<file path="config.mk">
export PLATFORM = sky130hd
export DESIGN_NAME = multicycle_ctrl
export DESIGN_NICKNAME = d
export VERILOG_FILES = /design/src/rtl/multicycle_ctrl.sv
export SDC_FILE = /design/constraint.sdc
export NUM_CORES = 1
export LEC_CHECK = 0
export CAP_MARGIN = 10
export CORE_MARGIN = 2
export CORE_UTILIZATION = 39
export DETAILED_ROUTE_END_ITERATION = 16
export PLACE_DENSITY = 0.86
export SYNTH_ARGS = -nofsm -noshare
export SYNTH_HDL_FRONTEND = slang
export SYNTH_SLANG_ARGS = --single-unit
</file>
<file path="constraint.sdc">
create_clock -name clk -period 2 [get_ports clk]
set_input_delay 0.2 -clock clk [delete_from_list [all_inputs] [get_ports clk]]
set_output_delay 0.2 -clock clk [all_outputs]
set_load 0.02 [all_outputs]
</file>
<file path="src/rtl/multicycle_ctrl.sv">
// multicycle_ctrl: Moore FSM stepping MIPS instructions through fetch/decode/execute/memory/writeback
//   Ports: clk, rst_n (async, active low), en (low = stall), memReady (memory done),
//          opcode (IR opcode field), zero (ALU zero flag, consumed by the datapath PC logic);
//          ctrl* datapath strobes and mux selects, ctrlALUOp for ALUCtrl,
//          instrDone (final-state pulse), illegalOp (DECODE pulse on unsupported opcode).
//   Build option: define CTRL_MEM_HANDSHAKE_EN to make FETCH, MEM_RD and MEM_WR wait for memReady.
module multicycle_ctrl #(
  parameter int OPCODE_W = 6,
  parameter int ALUOP_W  = 2
) (
  input  logic                clk,
  input  logic                rst_n,
  input  logic                en,
  input  logic                memReady,
  input  logic [OPCODE_W-1:0] opcode,
  input  logic                zero,
  output logic                ctrlPCWrite,
  output logic                ctrlPCWriteCond,
  output logic                ctrlIorD,
  output logic                ctrlMemRead,
  output logic                ctrlMemWrite,
  output logic                ctrlIRWrite,
  output logic [1:0]          ctrlRegDst,
  output logic [1:0]          ctrlMemToReg,
  output logic                ctrlALUSrcA,
  output logic [1:0]          ctrlALUSrcB,
  output logic [ALUOP_W-1:0]  ctrlALUOp,
  output logic [1:0]          ctrlPCSrc,
  output logic                ctrlRegWrite,
  output logic                instrDone,
  output logic                illegalOp
);
  localparam logic [3:0] S_FETCH    = 4'd0;
  localparam logic [3:0] S_DECODE   = 4'd1;
  localparam logic [3:0] S_MEM_ADR  = 4'd2;
  localparam logic [3:0] S_MEM_RD   = 4'd3;
  localparam logic [3:0] S_MEM_WB   = 4'd4;
  localparam logic [3:0] S_MEM_WR   = 4'd5;
  localparam logic [3:0] S_RTYPE_EX = 4'd6;
  localparam logic [3:0] S_RTYPE_WB = 4'd7;
  localparam logic [3:0] S_ADDI_EX  = 4'd8;
  localparam logic [3:0] S_ADDI_WB  = 4'd9;
  localparam logic [3:0] S_BEQ_EX   = 4'd10;
  localparam logic [3:0] S_J_EX     = 4'd11;
  localparam logic [OPCODE_W-1:0] OP_RTYPE = OPCODE_W'(6'h00);
  localparam logic [OPCODE_W-1:0] OP_LW    = OPCODE_W'(6'h23);
  localparam logic [OPCODE_W-1:0] OP_SW    = OPCODE_W'(6'h2B);
  localparam logic [OPCODE_W-1:0] OP_BEQ   = OPCODE_W'(6'h04);
  localparam logic [OPCODE_W-1:0] OP_ADDI  = OPCODE_W'(6'h08);
  localparam logic [OPCODE_W-1:0] OP_J     = OPCODE_W'(6'h02);

  logic [3:0] state_q, state_d;
  logic       mem_ok;
  logic       strobe_en;
  logic       is_rtype, is_lw, is_sw, is_beq, is_addi, is_j, is_legal;
  logic       pc_write, pc_write_cond, iord, mem_read, mem_write, ir_write;
  logic       alu_src_a, reg_write, done, illegal;
  logic [1:0] reg_dst, mem_to_reg, alu_src_b, alu_op, pc_src;
  logic       unused_zero;

`ifdef CTRL_MEM_HANDSHAKE_EN
  assign mem_ok = memReady;
`else
  logic unused_mem_ready;
  assign unused_mem_ready = memReady;
  assign mem_ok = 1'b1;
`endif

  // zero only qualifies the PC load in the datapath; the FSM never branches on it
  assign unused_zero = zero;
  assign strobe_en   = rst_n & en;

  assign is_rtype = opcode == OP_RTYPE;
  assign is_lw    = opcode == OP_LW;
  assign is_sw    = opcode == OP_SW;
  assign is_beq   = opcode == OP_BEQ;
  assign is_addi  = opcode == OP_ADDI;
  assign is_j     = opcode == OP_J;
  assign is_legal = is_rtype | is_lw | is_sw | is_beq | is_addi | is_j;

  always_ff @(posedge clk or negedge rst_n)
    if (!rst_n) state_q <= S_FETCH;
    else        state_q <= state_d;

  always_comb begin
    state_d = state_q;
    if (en)
      case (state_q)
        S_FETCH:    state_d = mem_ok ? S_DECODE : S_FETCH;
        S_DECODE:   state_d = is_rtype ? S_RTYPE_EX :
                              (is_lw | is_sw) ? S_MEM_ADR :
                              is_beq ? S_BEQ_EX :
                              is_addi ? S_ADDI_EX :
                              is_j ? S_J_EX : S_FETCH;
        // opcode is still held in the IR, so LW/SW is re-resolved here
        S_MEM_ADR:  state_d = is_lw ? S_MEM_RD : is_sw ? S_MEM_WR : S_FETCH;
        S_MEM_RD:   state_d = mem_ok ? S_MEM_WB : S_MEM_RD;
        S_MEM_WR:   state_d = mem_ok ? S_FETCH : S_MEM_WR;
        S_RTYPE_EX: state_d = S_RTYPE_WB;
        S_ADDI_EX:  state_d = S_ADDI_WB;
        default:    state_d = S_FETCH;
      endcase
  end

  always_comb begin
    pc_write      = 1'b0;
    pc_write_cond = 1'b0;
    iord          = 1'b0;
    mem_read      = 1'b0;
    mem_write     = 1'b0;
    ir_write      = 1'b0;
    reg_dst       = 2'b00;
    mem_to_reg    = 2'b00;
    alu_src_a     = 1'b0;
    alu_src_b     = 2'b00;
    alu_op        = 2'b00;
    pc_src        = 2'b00;
    reg_write     = 1'b0;
    done          = 1'b0;
    illegal       = 1'b0;
    case (state_q)
      S_FETCH: begin
        mem_read  = 1'b1;
        ir_write  = mem_ok;
        pc_write  = mem_ok;
        alu_src_b = 2'b01;
      end
      S_DECODE: begin
        alu_src_b = 2'b11;
        illegal   = !is_legal;
      end
      S_MEM_ADR, S_ADDI_EX: begin
        alu_src_a = 1'b1;
        alu_src_b = 2'b10;
      end
      S_MEM_RD: begin
        mem_read = 1'b1;
        iord     = 1'b1;
      end
      S_MEM_WB: begin
        reg_write  = 1'b1;
        mem_to_reg = 2'b01;
        done       = 1'b1;
      end
      S_MEM_WR: begin
        mem_write = 1'b1;
        iord      = 1'b1;
        done      = mem_ok;
      end
      S_RTYPE_EX: begin
        alu_src_a = 1'b1;
        alu_op    = 2'b10;
      end
      S_RTYPE_WB: begin
        reg_write = 1'b1;
        reg_dst   = 2'b01;
        done      = 1'b1;
      end
      S_ADDI_WB: begin
        reg_write = 1'b1;
        done      = 1'b1;
      end
      S_BEQ_EX: begin
        alu_src_a     = 1'b1;
        alu_op        = 2'b01;
        pc_write_cond = 1'b1;
        pc_src        = 2'b01;
        done          = 1'b1;
      end
      S_J_EX: begin
        pc_write = 1'b1;
        pc_src   = 2'b10;
        done     = 1'b1;
      end
      default: ;
    endcase
  end

  // strobes are gated by rst_n directly so reset kills them without a clock edge
  assign ctrlPCWrite     = pc_write & strobe_en;
  assign ctrlPCWriteCond = pc_write_cond & strobe_en;
  assign ctrlMemWrite    = mem_write & strobe_en;
  assign ctrlIRWrite     = ir_write & strobe_en;
  assign ctrlRegWrite    = reg_write & strobe_en;
  assign instrDone       = done & strobe_en;
  assign illegalOp       = illegal & strobe_en;
  assign ctrlIorD        = iord;
  assign ctrlMemRead     = mem_read;
  assign ctrlRegDst      = reg_dst;
  assign ctrlMemToReg    = mem_to_reg;
  assign ctrlALUSrcA     = alu_src_a;
  assign ctrlALUSrcB     = alu_src_b;
  assign ctrlALUOp       = ALUOP_W'(alu_op);
  assign ctrlPCSrc       = pc_src;
endmodule
</file>
[Word-level counts from Yosys, hierarchy flattened]
Index checks and enable logic that the tools add are counted.
W data, S select, Z words.
Word-level totals
  flip-flop bits (word level): 4
  input bits: 11
  output and inout bits: 20
  logic and storage cells: 64
Cells by class
  eq/ne operators: 16
  muxes and demuxes: 23
  bitwise logic cells: 14
  reductions and logical operators: 10
Operators by type and width (number)
  $pmux W4 S6: 1
  $mux W4: 5
  $eq A4 B3 Y1 const B: 4
  $eq A4 B4 Y1 const B: 4
  $eq A6 B6 Y1 const B: 2
  $mux W1: 12
  $and A1 B1 Y1: 8
  $eq A4 B2 Y1 const B: 2
  $pmux W2 S2: 2
  $reduce_or A2 Y1: 4
  $eq A6 B2 Y1 const B: 1
  $eq A6 B3 Y1 const B: 1
  $eq A6 B4 Y1 const B: 1
  $logic_not A6 Y1: 1
  $mux W3: 2
  $or A1 B1 Y1: 6
  $pmux W2 S3: 1
  $reduce_or A6 Y1: 1
  $eq A4 B1 Y1 const B: 1
  $logic_not A4 Y1: 1
  $reduce_or A4 Y1: 1
  $reduce_or A3 Y1: 1
  $logic_not A1 Y1: 1

[Depth between registers and ports, before layout]
  depth after elaboration: 9
  gate-level depth with buffers: 5
  depth with buffers taken out: 4

[Least setup slack after synthesis]
No wires, ideal clock.
  kind: register -> output
  start point: reg state_q[0]
  end point: out ctrlPCWrite
  arrival time: 1708 ps
  required time: 1800 ps
  slack: 92 ps
  stages on the path, launching flop included: 5
  buffers on the path: 1
  cells stage by stage: dfrtp_1 -> clkbuf_1 -> or2_2 -> nor3_1 -> a31o_2
Between the ends
  longest elaborated chain between the ends: 4
  elaborated cells between the ends (all ways): 5
  classes of those cells: eq/ne (1); mux (1); bitwise (1); reduce/logical (2)
RTL lines
  start, declared: RTL line 52  | logic [3:0] state_q, state_d;
  start signal, assigned: RTL line 83  | else state_q <= state_d;
  $eq A4 B4 Y1 / $logic_not A4 Y1 (equally long branches): RTL line 121  | case (state_q)
  $reduce_or A2 Y1 (no source line) (*)
  $mux W1 (*): RTL line 121
  $and A1 B1 Y1 (*): RTL line 180  | assign ctrlPCWrite = pc_write & strobe_en;
  end, declared: RTL line 17  | output logic ctrlPCWrite,
Mark *: on every way between the ends. The rest lies on a longest branch, timed or not.

[Worst setup path in the final report]
  start point: reg state_q[1]
  end point: out ctrlPCWrite
The elaborated chain is that of the path after synthesis.

==> results.md <==
- The flow ran to the end, and the final reports show no timing, DRC or antenna violations.
- The max-cap violation count is 0.
- The via count of the first global-routing pass is 775.
- The number of flip-flops and latches in the synthesized netlist is 4.
- The quantity of hold-fixing buffers added after cts is 0.
- The routed layout has 827 vias.
- The sequential share of power is 14.2%.
- The deepest level of the CTS H-tree is 1.
- The clock reaches the later pin of the worst-skew pair after between 200 and 250 ps.
- The routed wirelength normalized by instance count is 13.53 microns.
- The fraction of the cycle the final worst path needs is 96.10%.
- The critical path class is register to output port.
- Across all setup checks in the final design, the least slack found is 78.01 ps.
- The internal power summed over all cells is 432.5 uW.
- Across the VDD grid, the largest voltage drop is 377.8 uV.
- The maximum clock skew at final layout is 0.9337 ps.
- The minimum hold slack is about 270 ps.
- The clock-pin slew of the registers on the worst-case setup and hold paths is 30 ps.
- The number of pins exceeding their max-slew limit in the final report is 0.
- The final routed DRC violation total is 0.
- The critical path runs through a total of 4 cells.
- The final design instance area without fill is 0.001020 sq mm.
- In this run the worst path has a maximum fanout of 4.
- After synthesis, flip-flops and latches occupy 16.39% of the total area.
- The horizontal die dimension is about 44 microns.
- The register bank with the most flops is state_q.
- The total power divided by cell area is about 770 mW/mm^2.
- The largest registers in the layout are state_q (4).
- The area enclosed by the die boundary is 0.001898 sq mm.
- Setup repair after global routing left no endpoint under its margin.
- The first routing iteration left 11 violations.
- The aggregate negative setup slack is 0 ps.
- The area growth from synthesis to layout is 67.01%.
- The share of synthesized registers carrying an async set or reset is 100.0%.
- The met3 track demand over resource is between 3 and 4%.
- The number of flip-flops under the largest register name is 4.
- Routability-driven placement finished with a final weighted congestion of 0.9415.
- The critical register-to-register path startpoint is state_q[1].
- The post-DP HPWL is 1576 microns.
- The number of detailed-route iterations in the first pass is 4.
- For this run, the slowest stage of the critical path takes 400 ps.
- The placeable core region is about 0.0015 sq mm.
- The worst hold path belongs to the class primary input to asynchronous set/reset pin.
- The relative contribution of combinational cells to total power is approximately 73%.
- The average via count per standard cell is around 5.7.
- In the global route stage, met2 resource usage came out at 42.35%.
- The global routing stage identified its most utilized layer as met2.
- The number of warning messages in the yosys log is 0.
- In this run, synthesis inferred 0 flip-flops with an integrated enable.
- Counting both buffers and inverters, the worst setup path holds a total of 1.
- Net switching is between 40% and 50% of the power.
- The post-synthesis area per instance is 6.938 sq um.
- Synthesis handed over a netlist of 88 instances.
- The effective utilization at floorplan is 41.01%.
- The cell at the slowest stage of the critical path is sky130_fd_sc_hd__dfrtp_1.
- The worst path in the final design needs a cycle of 1922 ps, including I/O delays and setup.
- Buffers inserted during clock tree synthesis total 3.
- The family with the most delay on the worst path is simple AND/OR/NAND/NOR gates.
- 31 I/O pins were placed.
- The worst register-to-register path ends at state_q[2].
- From bottom edge to top edge, the die measures 43.57 microns.
- The post-route netlist has 22.66% of its cells at a drive strength greater than 1.
- The critical path goes through or2_2 > nor3_1 > a31o_2 > dlygate4sd2_1.
- In this run the remaining antenna-violating nets after routing total 0.
- The setup slack of the most critical reg-to-reg path is between 150 and 200 ps.
- The worst setup path is launched from a register.
- The critical path endpoint category is an output port.
- The met1 global-route usage is 25.58%.
- The worst endpoint data arrival time is about 1700 ps.
- Prior to clock tree synthesis, the placed netlist has a worst setup slack of -225.8 ps.
- After global routing the overflow that remains totals 0.
- The leakage power figure is 0.5021 nW.
- TritonCTS built the clock tree.
- The number of endpoints with negative hold slack in the final report came to 0.
- The longest clock path from root to sink contains 2 buffers.
- In this run the clock root is driven by a sky130_fd_sc_hd__clkbuf_4.
- The number of distinct standard cells referenced by the synthesized netlist is 36.
- Setup violations remaining at the end of the flow were counted as 0.
- The filler cell count in the final layout is roughly 140.
- The count of antenna diodes in the layout is 0.
- After detailed routing, the total wire length is 1948 microns.
- The maximum clock frequency is 520.3 MHz.
- The post-place instance area is around 0.001 sq mm.
- Summing every instance area after synthesis gives ~600 sq um.
- The net count of the finished layout is 141.
- In the synthesized netlist the dominant register cell turns out to be sky130_fd_sc_hd__dfrtp_1.
- The number of port buffers is 26.
- The overall fraction of global-route tracks in use is 23.91%.
- Entering global routing, the biggest net connects 10 pins.
- Data on the critical path is required at its endpoint by 1800 ps.
- The clock network is responsible for 12.5% of the overall power.
- The total number of clock tree sinks is 4.
- The floorplan has 14 rows.
- The global-route wire length before repair is 3374 microns.
- The initial antenna violation count came to 0.
- The number of cells on the worst reg-to-reg path is 5.
- Summed over all nets, the switching power comes to 353.3 uW.
[repair_timing]
action	4_1_cts	5_1_grt
pin swaps	0	0
resized for setup	15	7
setup buffers	0	0
endpoints found under the setup margin	14	5
[cells in the final DEF (no fill, tap or decap), drive strengths merged, types with 2 or more instances in the layout]
| cell | synthesis | routed |
|---|---|---|
| nor2 | 11 | 11 |
| nand2 | 6 | 6 |
| clkbuf | 6 | 4 |
| nor3 | 6 | 6 |
| or4 | 2 | 2 |
| buf | 2 | 18 |
| a21oi | 4 | 4 |
| inv | 4 | 4 |
| dfrtp | 4 | 4 |
| clkdlybuf4s50 | 0 | 9 |
| nand2b | 5 | 5 |
| o211ai | 2 | 2 |
| dlymetal6s2s | 0 | 3 |
| nor3b | 3 | 3 |
| conb | 1 | 2 |
| or2 | 2 | 2 |
| xor2 | 3 | 3 |
| a211oi | 2 | 2 |
| nor4 | 2 | 2 |
| o21ai | 7 | 7 |
| mux2i | 2 | 2 |
| dlygate4sd2 | 0 | 12 |
[final cells by class]
cell class | instances | area, sq um | share of cell area, %
Sequential cell | 4 | 100.1 | 9.816
Clock buffer | 3 | 22.52 | 2.209
Timing Repair Buffer | 44 | 395.4 | 38.77
Multi-Input combinational cell | 73 | 466.7 | 45.77
Tap cell | 16 | 20.02 | 1.963
Inverter | 4 | 15.01 | 1.472
[worst max-delay path by stage]
| stage | from | end | slack, ps |
|---|---|---|---|
| global placement | opcode[5] | illegalOp | -170 |
| global route | state_q[2] | ctrlPCWrite | 0.3 |
| CTS | state_q[2] | ctrlMemWrite | 5 |
| finish | state_q[1] | ctrlPCWrite | 80 |
| detailed placement | opcode[5] | illegalOp | -230 |
| floorplan | state_q[0] | ctrlPCWrite | 90 |
[power by group through the flow]
stage / clock [mW] / combinational, mW / sequential (mW)
floorplan: 0 / 0.328 / 0.109
global placement: 0 / 0.574 / 0.111
detailed placement: 0 / 0.589 / 0.112
CTS: 0.0995 / 0.572 / 0.112
global route: 0.101 / 0.624 / 0.114
finish: 0.0984 / 0.576 / 0.111
[logic make-up after synthesis]
| logic type | synth area share (%) |
|---|---|
| and+or+nand+nor | 37.50 |
| other | 0.6142 |
| buffers and inverters | 8.810 |
| DFF | 16.39 |
| xor gates and xnor gates | 4.304 |
| muxes | 3.279 |
| AOI/OAI and AO/OA | 29.10 |
[synth_stat cells (2+ instances only)]
master                     instances  area, sq um
sky130_fd_sc_hd__xor2_1            3        26.28
sky130_fd_sc_hd__dfrtp_1           4        100.1
sky130_fd_sc_hd__nor3b_1           3        22.52
sky130_fd_sc_hd__inv_1             4        15.01
sky130_fd_sc_hd__nor3_1            6        30.03
sky130_fd_sc_hd__o21ai_0           6        30.03
sky130_fd_sc_hd__clkbuf_1          5        18.77
sky130_fd_sc_hd__mux2i_1           2        20.02
sky130_fd_sc_hd__a211oi_1          2        15.01
sky130_fd_sc_hd__o211ai_1          2        15.01
sky130_fd_sc_hd__nand2_1           6        22.52
sky130_fd_sc_hd__nor2_1           11        41.29
sky130_fd_sc_hd__or4_1             2        15.01
sky130_fd_sc_hd__nor4_1            2        12.51
sky130_fd_sc_hd__nand2b_1          5        31.28
sky130_fd_sc_hd__a21oi_1           4        20.02
sky130_fd_sc_hd__buf_4             2        15.01
[metal layers]
metal	up-vias	routed length [microns]
met2	45	1035
met1	374	716
met4	0	70
met5	-	0
li1	399	-
met3	9	126
[stage by stage]
stage	utilization (%)	std cells	power, mW
after floorplan	-	89	0.4376
after global placement	67.40	141	0.6847
after detailed placement	67.40	141	0.7013
after CTS	68.15	144	0.7831
after global routing	68.49	144	0.8394
final	68.49	144	0.7858
No activity file was read; power rests on OpenSTA's default activity.
